### src/rtl/adc_reset_sequencer.sv
// adc_reset_sequencer
// -------------------
// Runs the ADC083000 reset handshake. The sequence starts at power-up and
// again on a software request. It waits a start delay, issues a one-cycle
// start pulse to the reset generator, and waits for the returned view-reset
// to rise (acknowledge) and then fall (done). Both waits have timeouts and
// the attempt is retried a bounded number of times. After the reset
// completes, a settle period runs before ready is raised. Downstream capture
// logic uses ready and timeout_err as its gates.
//
// Ports
//   base_clk        sole clock, rising edge
//   system_reset    synchronous active-high reset
//   sw_reset_req    single-cycle request to rerun the sequence (READY/FAIL only)
//   adc_view_reset  view-reset from the reset generator (already registered)
//   reset_start     registered one-cycle start request to the reset generator
//   busy            sequence in progress (states 0-4)
//   ready           reset completed and settled
//   timeout_err     sticky, set when the retries are exhausted
//   retry_count     retries used in the current sequence
//   state           current state code, for debug

module adc_reset_sequencer #(
    parameter logic [31:0] START_DELAY   = 32'd3,
    parameter logic [31:0] ACK_TIMEOUT   = 32'd64,
    parameter logic [31:0] SETTLE_CYCLES = 32'd1024,
    parameter logic [3:0]  MAX_RETRIES   = 4'd3
) (
    input  logic       base_clk,
    input  logic       system_reset,
    input  logic       sw_reset_req,
    input  logic       adc_view_reset,
    output logic       reset_start,
    output logic       busy,
    output logic       ready,
    output logic       timeout_err,
    output logic [3:0] retry_count,
    output logic [2:0] state
);

    typedef enum logic [2:0] {
        ST_WAIT_DELAY = 3'd0,
        ST_PULSE      = 3'd1,
        ST_WAIT_ACK   = 3'd2,
        ST_WAIT_DONE  = 3'd3,
        ST_SETTLE     = 3'd4,
        ST_READY      = 3'd5,
        ST_FAIL       = 3'd6
    } state_t;

    // A zero-length period behaves as one cycle, so the terminal count never underflows.
    localparam logic [31:0] DELAY_LAST  = (START_DELAY   == 32'd0) ? 32'd0 : START_DELAY   - 32'd1;
    localparam logic [31:0] ACK_LAST    = (ACK_TIMEOUT   == 32'd0) ? 32'd0 : ACK_TIMEOUT   - 32'd1;
    localparam logic [31:0] SETTLE_LAST = (SETTLE_CYCLES == 32'd0) ? 32'd0 : SETTLE_CYCLES - 32'd1;

    state_t      cur_state;
    state_t      nxt_state;
    logic [31:0] counter;
    logic [3:0]  nxt_retry;
    logic        nxt_err;
    logic        timed_out;

    always_comb begin
        // NOTE: every signal written here gets a default first, so no path infers a latch.
        nxt_state = cur_state;
        nxt_retry = retry_count;
        nxt_err   = timeout_err;
        timed_out = 1'b0;

        case (cur_state)
            ST_WAIT_DELAY: if (counter == DELAY_LAST) nxt_state = ST_PULSE;
            ST_PULSE:      nxt_state = ST_WAIT_ACK;
            ST_WAIT_ACK: begin
                // A valid acknowledge beats a timeout landing in the same cycle.
                if (adc_view_reset)            nxt_state = ST_WAIT_DONE;
                else if (counter == ACK_LAST)  timed_out = 1'b1;
            end
            ST_WAIT_DONE: begin
                if (!adc_view_reset)           nxt_state = ST_SETTLE;
                else if (counter == ACK_LAST)  timed_out = 1'b1;
            end
            ST_SETTLE:     if (counter == SETTLE_LAST) nxt_state = ST_READY;
            ST_READY: begin
                // A software rerun takes priority over an external reset seen on the view line.
                if (sw_reset_req) begin
                    nxt_state = ST_WAIT_DELAY;
                    nxt_retry = 4'd0;
                    nxt_err   = 1'b0;
                end else if (adc_view_reset) begin
                    nxt_state = ST_WAIT_DONE;
                end
            end
            ST_FAIL: begin
                if (sw_reset_req) begin
                    nxt_state = ST_WAIT_DELAY;
                    nxt_retry = 4'd0;
                    nxt_err   = 1'b0;
                end
            end
            default:       nxt_state = ST_WAIT_DELAY;
        endcase

        if (timed_out) begin
            if (retry_count < MAX_RETRIES) begin
                nxt_retry = retry_count + 4'd1;
                nxt_state = ST_WAIT_DELAY;
            end else begin
                nxt_state = ST_FAIL;
                nxt_err   = 1'b1;
            end
        end
    end

    // Outputs are decoded from the next state so they line up with the state register.
    always_ff @(posedge base_clk) begin
        // NOTE: sequential state uses non-blocking assignments so every register sees pre-edge values.
        if (system_reset) begin
            cur_state   <= ST_WAIT_DELAY;
            counter     <= 32'd0;
            reset_start <= 1'b0;
            busy        <= 1'b1;
            ready       <= 1'b0;
            timeout_err <= 1'b0;
            retry_count <= 4'd0;
        end else begin
            cur_state   <= nxt_state;
            counter     <= (nxt_state != cur_state) ? 32'd0 : counter + 32'd1;
            reset_start <= (nxt_state == ST_PULSE);
            busy        <= (nxt_state != ST_READY) && (nxt_state != ST_FAIL);
            ready       <= (nxt_state == ST_READY);
            timeout_err <= nxt_err;
            retry_count <= nxt_retry;
        end
    end

    assign state = cur_state;

endmodule

### config.mk
export PLATFORM = sky130hd
export DESIGN_NAME = adc_reset_sequencer
export DESIGN_NICKNAME = d
export VERILOG_FILES = /design/src/rtl/adc_reset_sequencer.sv
export SDC_FILE = /design/constraint.sdc
export NUM_CORES = 1
export LEC_CHECK = 0
export CORE_MARGIN = 10
export CORE_UTILIZATION = 35
export DETAILED_ROUTE_END_ITERATION = 7
export MAX_ROUTING_LAYER = met4
export PLACE_DENSITY = 0.49
export SLEW_MARGIN = 20
export SYNTH_ARGS = -nofsm -noshare
export SYNTH_HDL_FRONTEND = slang
export SYNTH_SLANG_ARGS = --single-unit
### constraint.sdc
create_clock -name base_clk -period 3.3 [get_ports base_clk]
set_input_delay 0.66 -clock base_clk [delete_from_list [all_inputs] [get_ports base_clk]]
set_output_delay 0.66 -clock base_clk [all_outputs]
set_load 0.01 [all_outputs]
==> flow_summary_export.csv, run 1 <==
group,metric,value,unit
power_and_ir_drop,power.internal,774,uW
clock_tree,cts_setup_buffers,0,
critical_path,r2r_slack,1.04,ns
final_layout,mostFrequentLayoutCells,"43 x dfxtp_1, 22 x xnor2_1, 20 x nor3_2",
clock_tree,clkSinkCount,43,
synth,synthArstFlopShare,0,
clock_tree,clk_latency,0.30,ns
detailed_routing,wl_per_cell,14.6,um
synth,synth_cell_type_count,47,
run,drv_cap,0,
final_layout,utilization,0.397,
detailed_routing,ant_nets,0,
synth,ys_warn_count,0,
clock_tree,cts-resized-gates,0,
detailed_routing,remaining_drc_errors,0,
grt,grt_pass1_vias,1690,
grt,grt_use_met2,0.145,
critical_path,critical_path_required,3.46,ns
timing,finalHoldViolations,0,
timing,maxSlewViolCount,0,
synth,avgSynthCellArea,9.44,um^2
critical_path,crit_fanout,32,
die,num_rows,29,
placement,dp_slack,0.606,ns
die,die_w,101,um
die,design.core.area,6390,um^2
power_and_ir_drop,p_sw,361,uW
grt,grt_util_met3,0.0272,
timing,fin_crit_sh,0.721,
timing,finalSetupViolations,0,
die,die_height,101,um
placement,place_area,2450,um^2
power_and_ir_drop,p_seq_frac,0.507,
power_and_ir_drop,switching_share,0.318,
synth,netlist_area,2310,um^2
synth,synth_edf_count,0,
timing,worst_slew_pin_slew,0.498,ns
critical_path,crit_type,"in -> reg",
grt,grt_max_degree,33,
placement,gp_congestion,0.781,
final_layout,final_nets,261,
die,start_util,0.362,
grt,gr-total-overflow,0,
clock_tree,cts_tree,"yes",
final_layout,drive_above_1_share,0.149,
power_and_ir_drop,power_leakage,0.830,nW
detailed_routing,num_vias,1775,
timing,final.setup.tns,0,ns
final_layout,areaGrowthSynthToFinish,9.58,%
die,fp.dieArea,10300,um^2
synth,synthFlopType,"dfxtp_1",
die,io_pins,15,
clock_tree,clk_pin_slew,0.08,ns
detailed_routing,vias_per_cell,5.35,
timing,finalClockSkew,0.00775,ns
synth,ys_ff_latch,43,
timing,fin_ws,0.921,ns
power_and_ir_drop,ir_worst_vdd,0.000211,V
synth,ys_seq_area_frac,0.372,
worst_hold_path,hp-class,"reg -> reg",
clock_tree,clockBufferDepth,2,
clock_tree,h-tree-depth,2,
timing,slew_headroom,0.667,
placement,dp_hpwl,3290,um
critical_path,critPathLaunchType,"input pin",
grt,antenna_found_initial,0,
timing,rsz0062_at_grt,"false",
timing,max_clock_freq,420,MHz
power_and_ir_drop,comb_power_share,0.199,
detailed_routing,drtPass1Iterations,5,
critical_path,arrival,2.54,ns
clock_tree,cts_root_buf,"clkbuf_8",
grt,grt_usage,0.103,
grt,grt_first_pass_wirelength,8490,um
synth,synth_nets,252,
power_and_ir_drop,power.density,448,nW/um^2
critical_path,crit_path_end_kind,"flop",
detailed_routing,drtIter0Drc,88,
clock_tree,cts-buffers-inserted,5,
final_layout,antennaDiodeCount,0,
clock_tree,holdBufCountCts,0,
grt,use_met1,0.140,
power_and_ir_drop,p_clk_frac,0.294,
synth,syn_inst,245,
final_layout,final_common_cell,"dfxtp_1",
run_status,outcome,"complete, no violations",
timing,min_period,2.38,ns
placement,port_buffers,14,
final_layout,final_area,2530,um^2
detailed_routing,wirelength,4840,um
grt,busiest_layer,"met2",
sequential cells by signal, indices dropped and copies added (netlist names):
name         count
busy             1
reset_start      1
retry_count      4
state            3
counter         32
ready            1
timeout_err      1
cells in the mapped netlist, types with 2 or more instances:
library cell,n,area share
nor4_1,12,0.032
nor3_2,20,0.087
inv_1,5,0.0081
or3_1,2,0.0054
buf_12,2,0.017
nor3_1,19,0.041
buf_2,5,0.011
nor3b_1,4,0.013
and2_1,4,0.011
and4_1,4,0.015
a211o_2,2,0.0087
dfxtp_1,43,0.37
nand2b_1,3,0.0081
nand2_1,12,0.019
nand3_1,10,0.022
nor4_2,2,0.011
xor2_1,10,0.038
o22ai_1,2,0.0054
nand4_1,9,0.024
and3_1,7,0.019
xnor2_1,22,0.083
ha_1,3,0.016
buf_6,2,0.0097
a21oi_1,7,0.015
clkbuf_1,4,0.0065
nand4b_1,2,0.0076
nor2_1,8,0.013
critical path, stage by stage:
cell and delay [ns]:
clkdlybuf4s50_1 0.57, xnor2_1 0.14, nand4b_1 0.16, nor4_4 0.16, buf_4 0.20, or3_1 0.12, buf_4 0.40, nor3_1 0.11
stage by stage:
step / cells / power (mW) / hold slack [ns]
final: 332 / 1.13 / 0.487
after detailed placement: 324 / 0.818 / 0.471
after CTS: 332 / 1.16 / 0.487
after global placement: 324 / 0.819 / 0.474
after floorplan: 245 / 0.764 / 0.451
after global routing: 332 / 1.20 / 0.504
worst paths after layout:
kind	cells after the start	start	endpoint
min reg2reg	2	timeout_err	timeout_err
max	8	adc_view_reset	counter[5]
min	2	timeout_err	timeout_err
max reg2reg	6	state[2]	counter[4]
power by group through the flow:
stage	Sequential, mW	Combinational [mW]	Clock, mW
global route	0.581	0.255	0.368
detailed placement	0.588	0.230	0
global placement	0.589	0.231	0
floorplan	0.573	0.191	0
finish	0.575	0.226	0.333
CTS	0.576	0.232	0.349
cell families (layout without fill, tap and decap cells):
logic type,after synthesis,in the layout,share of synthesized area
compound gates,21,21,0.0639
xor+xnor,32,32,0.121
fa+ha+maj,3,3,0.0162
buf+inv,20,30,0.0611
flops,43,43,0.372
mux,1,1,0.00433
simple gates,125,125,0.361
layout make-up:
cell class	instances	area [um^2]
Sequential cell	43	861
Multi-Input combinational cell	182	1310
Clock inverter	2	12.5
Timing Repair Buffer	17	163
Tap cell	77	96.3
Inverter	5	18.8
Fill cell	669	3850
Clock buffer	6	72.6
layer usage:
| metal | wire (um) | part of all wire | vias up |
|---|---|---|---|
| li1 | - | - | 903 |
| met1 | 2570 | 0.53 | 847 |
| met2 | 2070 | 0.43 | 19 |
| met3 | 147 | 0.030 | 6 |
| met4 | 53 | 0.011 | 0 |
| met5 | 0 | 0 | - |
(Power assumes the default switching activity.)
==> inputs of run 2 (changes only) <==
Clock period 3.3 ns to 2.45 ns, I/O delays scaled along.
==> run 2 against run 1 <==
Compared with the run above: register-to-register slack got worse by 0.65 ns; design area increased by 1.6%; die area unchanged; largest power group unchanged; utilization increased by 0.63 points; sequential power increased by 34%; clock skew about the same; sequential share of layout area decreased by 0.53 points; first-iteration DRC count decreased by 22%; flip-flop and latch count unchanged; critical endpoint is now counter[4].
==> flow_summary_export.csv, run 2 (synthesis gave the netlist of run 1 again) <==
group,metric,value,unit
critical_path,critPathLaunchType,"flop",
grt,grt_usage,0.102,
clock_tree,clk_latency,0.30,ns
run,drv_cap,0,
critical_path,path_cells,"nor4_2 -> nand4_1 -> a211oi_1 -> o21ba_2 -> buf_12 -> nor3_1",
clock_tree,cts-buffers-inserted,5,
final_layout,areaGrowthSynthToFinish,11.3,%
clock_tree,clkSinkCount,43,
critical_path,path_buf_inv,1,
timing,finalHoldViolations,0,
final_layout,final_nets,263,
grt,use_met1,0.131,
grt,grt_use_met2,0.149,
die,num_rows,29,
run_status,outcome,"complete, no violations",
final_layout,nFillCells,657,
placement,dp_hpwl,3260,um
critical_path,cp_slowest_stage_delay,0.44,ns
grt,busiest_layer,"met2",
final_layout,largest_register_ffs,32,
timing,fin_crit_sh,0.839,
die,io_pins,15,
detailed_routing,drtIter0Drc,69,
final_layout,top_register,"counter",
timing,rsz0062_at_grt,"false",
clock_tree,h-tree-depth,2,
grt,grt_first_pass_wirelength,8420,um
clock_tree,cts_root_buf,"clkbuf_8",
timing,maxSlewViolCount,0,
clock_tree,cts_tree,"yes",
detailed_routing,drtPass1Iterations,4,
critical_path,slowest_stage,"a211oi_1",
timing,finalSetupViolations,0,
placement,place_area,2490,um^2
final_layout,utilization,0.403,
clock_tree,holdBufCountCts,0,
timing,worst_slew_pin_slew,0.517,ns
critical_path,r2r_slack,0.39,ns
critical_path,critical_path_required,2.64,ns
clock_tree,clockBufferDepth,2,
clock_tree,cts_setup_buffers,0,
die,start_util,0.362,
die,die_height,101,um
timing,final.setup.tns,0,ns
detailed_routing,wl_per_cell,14.3,um
critical_path,crit_type,"reg -> reg",
critical_path,crit_path_end_kind,"flop",
detailed_routing,num_vias,1714,
grt,grt_pass1_vias,1746,
placement,gp_congestion,0.723,
detailed_routing,remaining_drc_errors,0,
placement,port_buffers,14,
detailed_routing,vias_per_cell,5.13,
power_and_ir_drop,power_leakage,0.848,nW
critical_path,crit_fanout,32,
timing,max_clock_freq,487,MHz
grt,grt_util_met3,0.0313,
timing,min_period,2.06,ns
grt,antenna_found_initial,0,
final_layout,drive_above_1_share,0.156,
final_layout,mostFrequentLayoutCells,"43 x dfxtp_1, 22 x xnor2_1, 20 x nor3_2",
grt,grt_max_degree,33,
power_and_ir_drop,power.density,608,nW/um^2
clock_tree,clk_pin_slew,0.09,ns
timing,slew_headroom,0.653,
detailed_routing,wirelength,4770,um
worst_hold_path,hp-class,"reg -> reg",
final_layout,antennaDiodeCount,0,
power_and_ir_drop,ir_worst_vdd,0.000294,V
die,design.core.area,6390,um^2
die,fp.dieArea,10300,um^2
detailed_routing,ant_nets,0,
final_layout,final_area,2570,um^2
clock_tree,cts-resized-gates,0,
grt,gr-total-overflow,0,
critical_path,crit_family,"simple AND/OR/NAND/NOR gates",
critical_path,arrival,2.24,ns
final_layout,final_common_cell,"dfxtp_1",
die,die_w,101,um
timing,finalClockSkew,0.00758,ns
## run 2: metal layers
metal	routed length, um	vias to the layer above
met5	0	-
met3	156	6
met1	2530	785
li1	-	904
met4	59	0
met2	2020	19
## run 2: power by group
part | leakage [nW] | total, mW | internal, mW | switching, mW
registers | 0.347 | 0.771 | 0.728 | 0.0435
clock network | 0.0412 | 0.451 | 0.199 | 0.251
logic | 0.460 | 0.343 | 0.142 | 0.201
total | 0.848 | 1.57 | 1.07 | 0.496
## run 2: final cells by class
class / instances / area, um^2 / area share
Clock buffer: 6 / 72.6 / 0.0282
Clock inverter: 2 / 12.5 / 0.00486
Inverter: 5 / 18.8 / 0.00729
Multi-Input combinational cell: 182 / 1310 / 0.509
Sequential cell: 43 / 861 / 0.334
Tap cell: 77 / 96.3 / 0.0374
Timing Repair Buffer: 19 / 203 / 0.0788
## run 2: final timing paths
| kind | startpoint | end | depth (start not counted) |
|---|---|---|---|
| setup / recovery | counter[26] | counter[4] | 6 |
| hold / removal | timeout_err | timeout_err | 2 |
| setup reg to reg | counter[26] | counter[4] | 6 |
| hold reg to reg | timeout_err | timeout_err | 2 |
## run 2: through the flow
stage / instances / worst slack, ns / hold slack (ns) / total power, mW
detailed placement: 326 / 0.175 / 0.468 / 1.14
CTS: 334 / 0.388 / 0.484 / 1.59
global route: 334 / 0.244 / 0.506 / 1.65
floorplan: 245 / 0.626 / 0.451 / 1.03
global placement: 326 / 0.204 / 0.469 / 1.14
finish: 334 / 0.395 / 0.479 / 1.57
## run 2: worst reg2reg max path, cell delays in order (launching register included)
cell,delay (ns)
dfxtp_1,0.38
nor4_2,0.33
nand4_1,0.26
a211oi_1,0.44
o21ba_2,0.22
buf_12,0.22
nor3_1,0.10
